$ cat config.mk
export PLATFORM = sky130hd
export DESIGN_NAME = pixel_streamer_flat
export DESIGN_NICKNAME = d
export VERILOG_FILES = /design/src/rtl/pixel_streamer_if.sv /design/src/rtl/pixel_streamer.sv /design/src/flat_wrapper.sv
export SDC_FILE = /design/constraint.sdc
export NUM_CORES = 1
export LEC_CHECK = 0
export CORE_MARGIN = 1.5
export CORE_UTILIZATION = 48
export DETAILED_ROUTE_END_ITERATION = 8
export PLACE_DENSITY_LB_ADDON = 0.15
export SETUP_SLACK_MARGIN = 0.1
export SLEW_MARGIN = 20
export SYNTH_ARGS = -nofsm -noshare
export SYNTH_HDL_FRONTEND = slang
export SYNTH_SLANG_ARGS = --single-unit
$ cat constraint.sdc
create_clock -name clk -period 2.03 [get_ports clk]
set_input_delay 0.203 -clock clk [delete_from_list [all_inputs] [get_ports clk]]
set_output_delay 0.203 -clock clk [all_outputs]
set_load 0.1 [all_outputs]
$ cat src/rtl/pixel_streamer_if.sv
`default_nettype none
// +-------------------------------------------------------------------+
// | pixel_streamer_if : frame-memory read port and pixel stream       |
// | Rev 1.0                                                           |
// +-------------------------------------------------------------------+
interface pixel_streamer_if #(
   parameter int ADDR_W = 10
);
   logic              mem_rd_en;
   logic [ADDR_W-1:0] mem_addr;
   logic [7:0]        mem_rd_data;
   logic [7:0]        pixel_out;
   logic              pixel_valid;
   logic              pixel_ready;
   logic              sof;
   logic              eol;
   logic              eof;

   modport master (
      output mem_rd_en, mem_addr,
      input  mem_rd_data,
      output pixel_out, pixel_valid, sof, eol, eof,
      input  pixel_ready
   );

   modport slave (
      input  mem_rd_en, mem_addr,
      output mem_rd_data,
      input  pixel_out, pixel_valid, sof, eol, eof,
      output pixel_ready
   );
endinterface
`default_nettype wire

$ cat src/rtl/pixel_streamer.sv
`default_nettype none
// +-------------------------------------------------------------------+
// | pixel_streamer : reads one frame from memory, streams it raster   |
// | order with sof/eol/eof through a 2-entry FIFO.  Rev 1.0           |
// +-------------------------------------------------------------------+
module pixel_streamer #(
   parameter int IMG_WIDTH  = 28,
   parameter int IMG_HEIGHT = 28,
   parameter int ADDR_W     = 10
) (
   input  logic clk,
   input  logic rst,
   input  logic start,
   output logic busy,
   output logic done,
   pixel_streamer_if.master bus
);
   localparam int TOTAL = IMG_WIDTH * IMG_HEIGHT;
   localparam int CW    = $clog2(TOTAL + 1);
   localparam int COL_W = $clog2(IMG_WIDTH + 1);
   localparam int ROW_W = $clog2(IMG_HEIGHT + 1);
   localparam logic [CW-1:0]    TOTAL_CNT = CW'(TOTAL);
   localparam logic [COL_W-1:0] LAST_COL  = COL_W'(IMG_WIDTH - 1);
   localparam logic [ROW_W-1:0] LAST_ROW  = ROW_W'(IMG_HEIGHT - 1);

   typedef enum logic [1:0] {S_IDLE, S_RUN, S_DRAIN, S_DONE} state_t;

   state_t           r_state;
   state_t           w_state_next;
   logic [CW-1:0]    r_cnt;
   logic [COL_W-1:0] r_col;
   logic [ROW_W-1:0] r_row;
   logic             r_inflight;
   logic [2:0]       r_pend_flags;
   logic [10:0]      r_fifo [2];
   logic             r_wr_ptr;
   logic             r_rd_ptr;
   logic [1:0]       r_count;
   logic [10:0]      w_head;
   logic [1:0]       w_occ;
   logic             w_push;
   logic             w_pop;
   logic             w_valid;
   logic             w_rd_en;
   logic             w_sof;
   logic             w_eol;
   logic             w_eof;

   assign w_valid = (r_count != 2'd0);
   assign w_pop   = w_valid & bus.pixel_ready;
   assign w_push  = r_inflight;
   // occupancy the FIFO would have next cycle if no new read were issued
   assign w_occ   = r_count + {1'b0, r_inflight} - {1'b0, w_pop};
   assign w_rd_en = (r_state == S_RUN) && (r_cnt < TOTAL_CNT) && (w_occ < 2'd2);

   assign w_sof = (r_cnt == '0);
   assign w_eol = (r_col == LAST_COL);
   assign w_eof = w_eol && (r_row == LAST_ROW);

   always_ff @(posedge clk) begin
      if (rst) begin
         r_state <= S_IDLE;
      end else begin
         r_state <= w_state_next;
      end
   end

   always_comb begin
      w_state_next = r_state;
      busy         = 1'b0;
      done         = 1'b0;
      case (r_state)
         S_IDLE: begin
            if (start) w_state_next = S_RUN;
         end
         S_RUN: begin
            busy = 1'b1;
            if (r_cnt == TOTAL_CNT) w_state_next = S_DRAIN;
         end
         S_DRAIN: begin
            busy = 1'b1;
            if (!r_inflight && (r_count == 2'd0 || (r_count == 2'd1 && w_pop)))
               w_state_next = S_DONE;
         end
         S_DONE: begin
            done         = 1'b1;
            w_state_next = S_IDLE;
         end
         default: w_state_next = S_IDLE;
      endcase
   end

   always_ff @(posedge clk) begin
      if (rst || r_state == S_DONE || (r_state == S_IDLE && start)) begin
         r_cnt <= '0;
         r_col <= '0;
         r_row <= '0;
      end else if (w_rd_en) begin
         r_cnt <= r_cnt + 1'b1;
         if (w_eol) begin
            r_col <= '0;
            r_row <= r_row + 1'b1;
         end else begin
            r_col <= r_col + 1'b1;
         end
      end
   end

   // flags travel with the read so they line up with the returning data
   always_ff @(posedge clk) begin
      if (rst) begin
         r_inflight   <= 1'b0;
         r_pend_flags <= 3'b000;
      end else begin
         r_inflight <= w_rd_en;
         if (w_rd_en) r_pend_flags <= {w_sof, w_eol, w_eof};
      end
   end

   always_ff @(posedge clk) begin
      if (rst) begin
         r_wr_ptr <= 1'b0;
         r_rd_ptr <= 1'b0;
         r_count  <= 2'd0;
      end else begin
         if (w_push) r_wr_ptr <= ~r_wr_ptr;
         if (w_pop)  r_rd_ptr <= ~r_rd_ptr;
         r_count <= r_count + {1'b0, w_push} - {1'b0, w_pop};
      end
   end

   always_ff @(posedge clk) begin
      if (w_push) r_fifo[r_wr_ptr] <= {bus.mem_rd_data, r_pend_flags};
   end

   assign w_head          = r_fifo[r_rd_ptr];
   assign bus.mem_rd_en   = w_rd_en;
   assign bus.mem_addr    = ADDR_W'(r_cnt);
   assign bus.pixel_valid = w_valid;
   assign bus.pixel_out   = w_valid ? w_head[10:3] : 8'd0;
   assign bus.sof         = w_valid & w_head[2];
   assign bus.eol         = w_valid & w_head[1];
   assign bus.eof         = w_valid & w_head[0];

   a_fifo_no_overflow: assert property (@(posedge clk) disable iff (rst)
      !(w_push && !w_pop && r_count == 2'd2));

endmodule
`default_nettype wire
$ cat src/flat_wrapper.sv
// flat-port wrapper written by rule: the top's interface ports become plain ports
module pixel_streamer_flat 
#(
   parameter int IMG_WIDTH  = 28,
   parameter int IMG_HEIGHT = 28,
   parameter int ADDR_W     = 10
)
  (clk, rst, start, busy, done, bus_mem_rd_en, bus_mem_addr, bus_mem_rd_data, bus_pixel_out, bus_pixel_valid, bus_sof, bus_eol, bus_eof, bus_pixel_ready);
  pixel_streamer_if #(.ADDR_W(ADDR_W)) bus_i ();
  input  logic clk;
  input  logic rst;
  input  logic start;
  output logic busy;
  output logic done;
  output wire logic [$bits(bus_i.mem_rd_en)-1:0] bus_mem_rd_en;
  output wire logic [$bits(bus_i.mem_addr)-1:0] bus_mem_addr;
  input wire logic [$bits(bus_i.mem_rd_data)-1:0] bus_mem_rd_data;
  output wire logic [$bits(bus_i.pixel_out)-1:0] bus_pixel_out;
  output wire logic [$bits(bus_i.pixel_valid)-1:0] bus_pixel_valid;
  output wire logic [$bits(bus_i.sof)-1:0] bus_sof;
  output wire logic [$bits(bus_i.eol)-1:0] bus_eol;
  output wire logic [$bits(bus_i.eof)-1:0] bus_eof;
  input wire logic [$bits(bus_i.pixel_ready)-1:0] bus_pixel_ready;
  assign bus_mem_rd_en = bus_i.mem_rd_en;
  assign bus_mem_addr = bus_i.mem_addr;
  assign bus_i.mem_rd_data = bus_mem_rd_data;
  assign bus_pixel_out = bus_i.pixel_out;
  assign bus_pixel_valid = bus_i.pixel_valid;
  assign bus_sof = bus_i.sof;
  assign bus_eol = bus_i.eol;
  assign bus_eof = bus_i.eof;
  assign bus_i.pixel_ready = bus_pixel_ready;
  pixel_streamer #(.IMG_WIDTH(IMG_WIDTH), .IMG_HEIGHT(IMG_HEIGHT), .ADDR_W(ADDR_W)) u_core (.clk(clk), .rst(rst), .start(start), .busy(busy), .done(done), .bus(bus_i));
endmodule
---- Yosys cells after proc, flatten, opt, wreduce, memory -nomap -nowiden ----
Memory sizes are Yosys's and may differ from the RTL's. A register that Yosys moved wholly into a read port is not among the register bits.
Index checks and enable logic that the tools add are counted.
word-level totals
  bits in registers ....................... 30
  memory bits (writable) .................. 22
  input port bits ......................... 12
  output and inout bits ................... 25
  word-level logic and storage cells ...... 62
  memories kept ........................... 1
memory list
  memory         depth  width  read ports  clocked after Yosys merged registers in  wr ports  RTL line              RTL
  u_core.r_fifo  2      11     1           1                                        1         pixel_streamer.sv:35  logic [10:0] r_fifo [2];
operators by class
  $add $sub $neg .......................... 5
  magnitude comparators ................... 2
  equal/unequal tests ..................... 10
  muxes and demuxes ....................... 12
  bitwise logic cells ..................... 6
  reduce and logical (&&, ||, !) cells .... 17
operator list
  kind                                           count
  adder 10 x 1 -> 10 bit, second input constant  1
  adder 5 x 1 -> 5 bit, second input constant    2
  == test 10 bit, second input constant          1
  == test 5 bit, second input constant           2
  logical NOT 10 bit                             1
  < comparator 10 bit, second input constant     1
  2-to-1 mux 8 bit                               1
  one-hot mux 2 bit (4 select lines)             1
  logical AND 1 bit                              6
  2-to-1 mux 1 bit                               6
  2-to-1 mux 2 bit                               3
  2-to-1 mux 5 bit                               1
  AND 1 bit                                      4
  == test 2 x 1 -> 1 bit, second input constant  2
  == test 2 bit, second input constant           2
  logical NOT 2 bit                              2
  != test 2 bit, second input constant           2
  logical OR 1 bit                               3
  AND reduction 3 bit                            1
  adder 2 x 1 -> 2 bit                           1
  < comparator 2 bit, second input constant      1
  != test 2 x 1 -> 1 bit, second input constant  1
  inverter 1 bit                                 2
  AND reduction 2 bit                            1
  4 further kinds                                4

---- Logic depth before layout (Yosys ltp) ----
  depth in word-level cells ............... 7
  mapped depth ............................ 11
  gate-level depth less buffers ........... 9

---- Worst setup path after synthesis ----
OpenSTA, ideal clock, no wires.
  kind .................................... register to output
  start ................................... reg u_core.r_count[1]
  end ..................................... out bus_mem_rd_en
  arrival time ............................ 2,450 ps
  data required time ...................... 1,827 ps
  slack ................................... -623 ps
  cell stages (with the launch flop) ...... 11
  buffers on the path ..................... 2
  cells stage by stage .................... dfxtp_1 -> nor2_1 -> nor2b_1 -> ha_1 -> inv_1 -> ha_1 -> xnor3_2 -> o211ai_1 -> buf_4 -> buf_4 -> inv_1
on the way
  cells in the longest elaborated chain, start to end .. 5
  elaborated cells on any way between the ends .. 6
  classes of those cells .................. add/sub: 2; order compare: 1; bitwise: 1; reduce/logical: 2
ends and longest elaborated chain
  what                       RTL line               RTL
  from (decl)                pixel_streamer.sv:38   logic [1:0] r_count;
  from (signal assigned)     pixel_streamer.sv:128  r_count <= r_count + {1'b0, w_push} - {1'b0, w_pop};
  nonzero test 2 bit         pixel_streamer.sv:49   assign w_valid = (r_count != 2'd0);
  AND 1 bit                  pixel_streamer.sv:50   assign w_pop = w_valid & bus.pixel_ready;
  named net u_core.w_pop     pixel_streamer.sv:42   logic w_pop;
  subtractor 2 x 1 -> 2 bit  pixel_streamer.sv:53   assign w_occ = r_count + {1'b0, r_inflight} - {1'b0, w_pop};
  < comparator 2 bit         pixel_streamer.sv:54   assign w_rd_en = (r_state == S_RUN) && (r_cnt < TOTAL_CNT) && (w_occ < 2'd2);
  logical AND 1 bit          pixel_streamer.sv:54
  to (decl)                  flat_wrapper.sv:15     output wire logic [$bits(bus_i.mem_rd_en)-1:0] bus_mem_rd_en;
The timed path passes the listed nets, and every way through them passes these cells.

---- Worst setup path in the final report ----
Same ends and word-level chain as after synthesis.

==> impl_metrics.toml <==
[synth]
synth.top_cells.by_area = "edfxtp_1 (28%), dfxtp_1 (26%), ha_1 (5.9%)"
ys.warnings.count = 0
synth_cells = 216
synth-main-ff-cell = "dfxtp_1"
ys_seq_elements = 53
synthDistinctLibCells = 36
yosysSeqAreaShare_pct = 54.6
synth_edf_count = 22
mappedNetlistArea_sq_um = 2340
syn-num-nets = 239
yosys.area.top_type = "edfxtp_1"
async_reset_ff_share_pct = 0
postSynthAreaPerCell_sq_um = 10.9
synth_top_area_share_pct = 28.2

[grt]
grtUsageTotal_pct = 19.1
grt-ovfl-total = 0
grt_pass1_wl_um = 7680
antenna_found_initial = 0
use_met2_pct = 31.8
top_usage_layer = "met2"
grt_max_degree = 17
grt_pass1_vias = 1656
use_met3_pct = 3.31
grtUsageMet1_pct = 24.4

[hold_path]
hp-class = "reg2reg"

[setup_path]
r2r_setup_slack_ns = -0.29
crit_type = "reg2out"
crit_path_start_kind = "flop"
endpoint_kind = "output port"
critical-path-slowest-cell = "dfxtp_2"
slowest_delay_ns = 0.35
arrival_ns = 2.16
worstPathCellList = "nor2_4 > nor2b_2 > ha_1 > inv_1 > ha_2 > xnor3_2 > o211ai_1 > clkbuf_16 > clkinvlp_4 > buf_12"
crit_required_ns = 1.83
critPathMaxFanout = 2

[drt]
ant_nets = 0
wl_per_cell_um = 13.5
vias_per_cell = 5.21
drt_wl_total_um = 4710
via_count = 1817
first_pass_iters = 4
drtIter0Drc = 62
drcViolationCount = 0

[cts]
insertion_delay_ns = 0.31
root_buffer = "clkbuf_8"
tritoncts = "built"
cts_buffer_depth = 2
cts_made_buffers = 5
clk_pin_slew_ns = 0.09
cts_num_sinks = 53
h-tree-depth = 2

[floorplan]
io_pins = 37
die_w_um = 72.9
initial_core_util_pct = 49.6
die_area_sq_um = 5310
die_y_um = 72.9
rows = 25
core_area_sq_um = 4720

[cells_and_area]
fin_util_pct = 72.6
layout-drive-gt1-share_pct = 35.8
diodes = 0
area_delta_synth_final_pct = 46.3
fin_nets = 304
instances_no_fill = 349

[place]
dp.cells = 330
io_buffers = 36
place.gp.congestion = 0.744
dp_hpwl_um = 3150

[job]
cap_viol_max_count = 0

[power]
power_density_nw_per_um2 = 1620
power.total_mw = 5.56
p_leak_nw = 1.25
ir_worst_vdd_mv = 0.923

[timing]
rsz0062_at_grt = "true"
maxSlewViolCount = 0
setup_viol = 24
tightest_slew_ns = 0.560
clock_skew_ns = 0.00244
period_needed_ns = 2.37
maxSlewHeadroom_pct = 62.6
hold_slack_ns = 0.461
period_share_pct = 117
max_freq_mhz = 423
hold_viol = 0
fin_ws_ns = -0.337

[status]
status = "finished, violations left"
violations = "negative setup slack"
flip-flops by register name, indices dropped and copies added (netlist names), named ones only:
| register | cells |
|---|---|
| u_core.bus.mem_addr | 10 |
| u_core.r_col | 5 |
| u_core.r_count | 2 |
| u_core.r_fifo | 22 |
| u_core.r_inflight | 1 |
| u_core.r_pend_flags | 3 |
| u_core.r_rd_ptr | 1 |
| u_core.r_row | 5 |
| u_core.r_state | 2 |
| u_core.r_wr_ptr | 1 |
path summary, 6_finish.rpt:
kind,start,endpoint,cells after the start
hold / removal,u_core.r_pend_flags[0]$_SDFFE_PP0P_,u_core.r_fifo[1][0]$_DFFE_PP_,0
setup reg to reg,u_core.r_count[1]$_SDFF_PP0_,u_core.r_col[4]$_SDFFE_PP0P_,11
hold reg to reg,u_core.r_pend_flags[0]$_SDFFE_PP0P_,u_core.r_fifo[1][0]$_DFFE_PP_,0
setup / recovery,u_core.r_count[1]$_SDFF_PP0_,bus_mem_rd_en,10
cells by family after synthesis:
logic type | after synthesis | share of synthesized area (%)
AND/OR/NAND/NOR | 76 | 17.9
AO/OA/AOI/OAI | 42 | 10.9
adder cells (fa/ha/maj) | 11 | 5.87
flip-flops | 53 | 54.6
buffers and inverters | 17 | 3.04
multiplexers | 12 | 5.12
XOR/XNOR | 5 | 2.51
per-stage QoR:
step	TNS (ns)	worst slack, ns	cell area (sq um)
finish	-3.93	-0.337	3430
detailed placement	-8.38	-0.483	3120
global route	-6.37	-0.431	3430
global placement	-7.53	-0.439	3120
CTS	-4.50	-0.351	3370
floorplan	-1.04	-0.359	2450
synthesized netlist by cell type (4+ instances only):
cell type   n
o21ai_0    15
nor2b_1     4
inv_1      11
or4_1       4
dfxtp_1    31
nor2_1     20
nand2_1    10
or3_1      12
nand3_1    11
o31ai_1     4
ha_1       11
edfxtp_1   22
a21oi_1    16
mux2i_1    12
worst max-delay path: cells and delay by family (launching register included):
| family | cells | cell delay, ns |
|---|---|---|
| xor gates and xnor gates | 1 | 0.25 |
| DFF | 1 | 0.35 |
| buffers and inverters | 4 | 0.52 |
| AOI/OAI and AO/OA | 1 | 0.14 |
| adders and majority gates | 2 | 0.44 |
| and+or+nand+nor | 2 | 0.16 |
timing repair:
action	4_1_cts	5_1_grt
setup endpoints to repair	25	39
buffers inserted	11	2
pin swaps	16	11
gates cloned	0	1
resized for setup	17	13
hold buffers	0	0
power by group:
| part | leakage, nW | total, mW | switching [mW] | internal [mW] |
|---|---|---|---|---|
| Sequential | 0.462 | 1.36 | 0.0875 | 1.27 |
| Clock | 0.0455 | 0.604 | 0.325 | 0.279 |
| Combinational | 0.743 | 3.60 | 2.13 | 1.47 |
| Total | 1.25 | 5.56 | 2.54 | 3.02 |
final cells by class:
type	instances	area, sq um
sequential	53	1300
timing repair buffer	64	753
fill	333	1290
tap	67	83.8
clock buffer	8	90.1
inverter	11	45.0
multi-input combinational	146	1160
layout by cell type, fill, tap and decap left out, types with 2 or more instances in the layout:
cell / netlist / layout
nor4_4: 1 / 2
nor2_1: 20 / 8
edfxtp_1: 22 / 22
dfxtp_4: 0 / 2
or4_1: 4 / 4
mux2i_1: 12 / 12
buf_4: 2 / 30
o31ai_1: 4 / 2
ha_1: 11 / 9
buf_6: 0 / 6
nand4_1: 3 / 3
clkdlybuf4s50_1: 0 / 11
o21ai_0: 15 / 14
dfxtp_2: 0 / 10
or3_1: 12 / 11
nor2_4: 0 / 11
clkbuf_8: 0 / 6
ha_2: 0 / 2
dfxtp_1: 31 / 19
nand2b_1: 3 / 3
nand3_1: 11 / 10
nor2b_1: 4 / 3
nand2_1: 10 / 10
a21oi_2: 0 / 2
nor3b_1: 2 / 2
xnor2_1: 3 / 3
clkbuf_1: 3 / 2
inv_1: 11 / 10
clkbuf_16: 0 / 2
a21oi_1: 16 / 14
buf_12: 0 / 15
per-layer routing:
metal | share of wire, % | vias to the layer above
met5 | 0 | -
met4 | 1.9 | 0
met3 | 2.7 | 8
met2 | 51 | 27
met1 | 44 | 872
li1 | - | 910
Note: power is estimated with default switching activity, not from simulation.
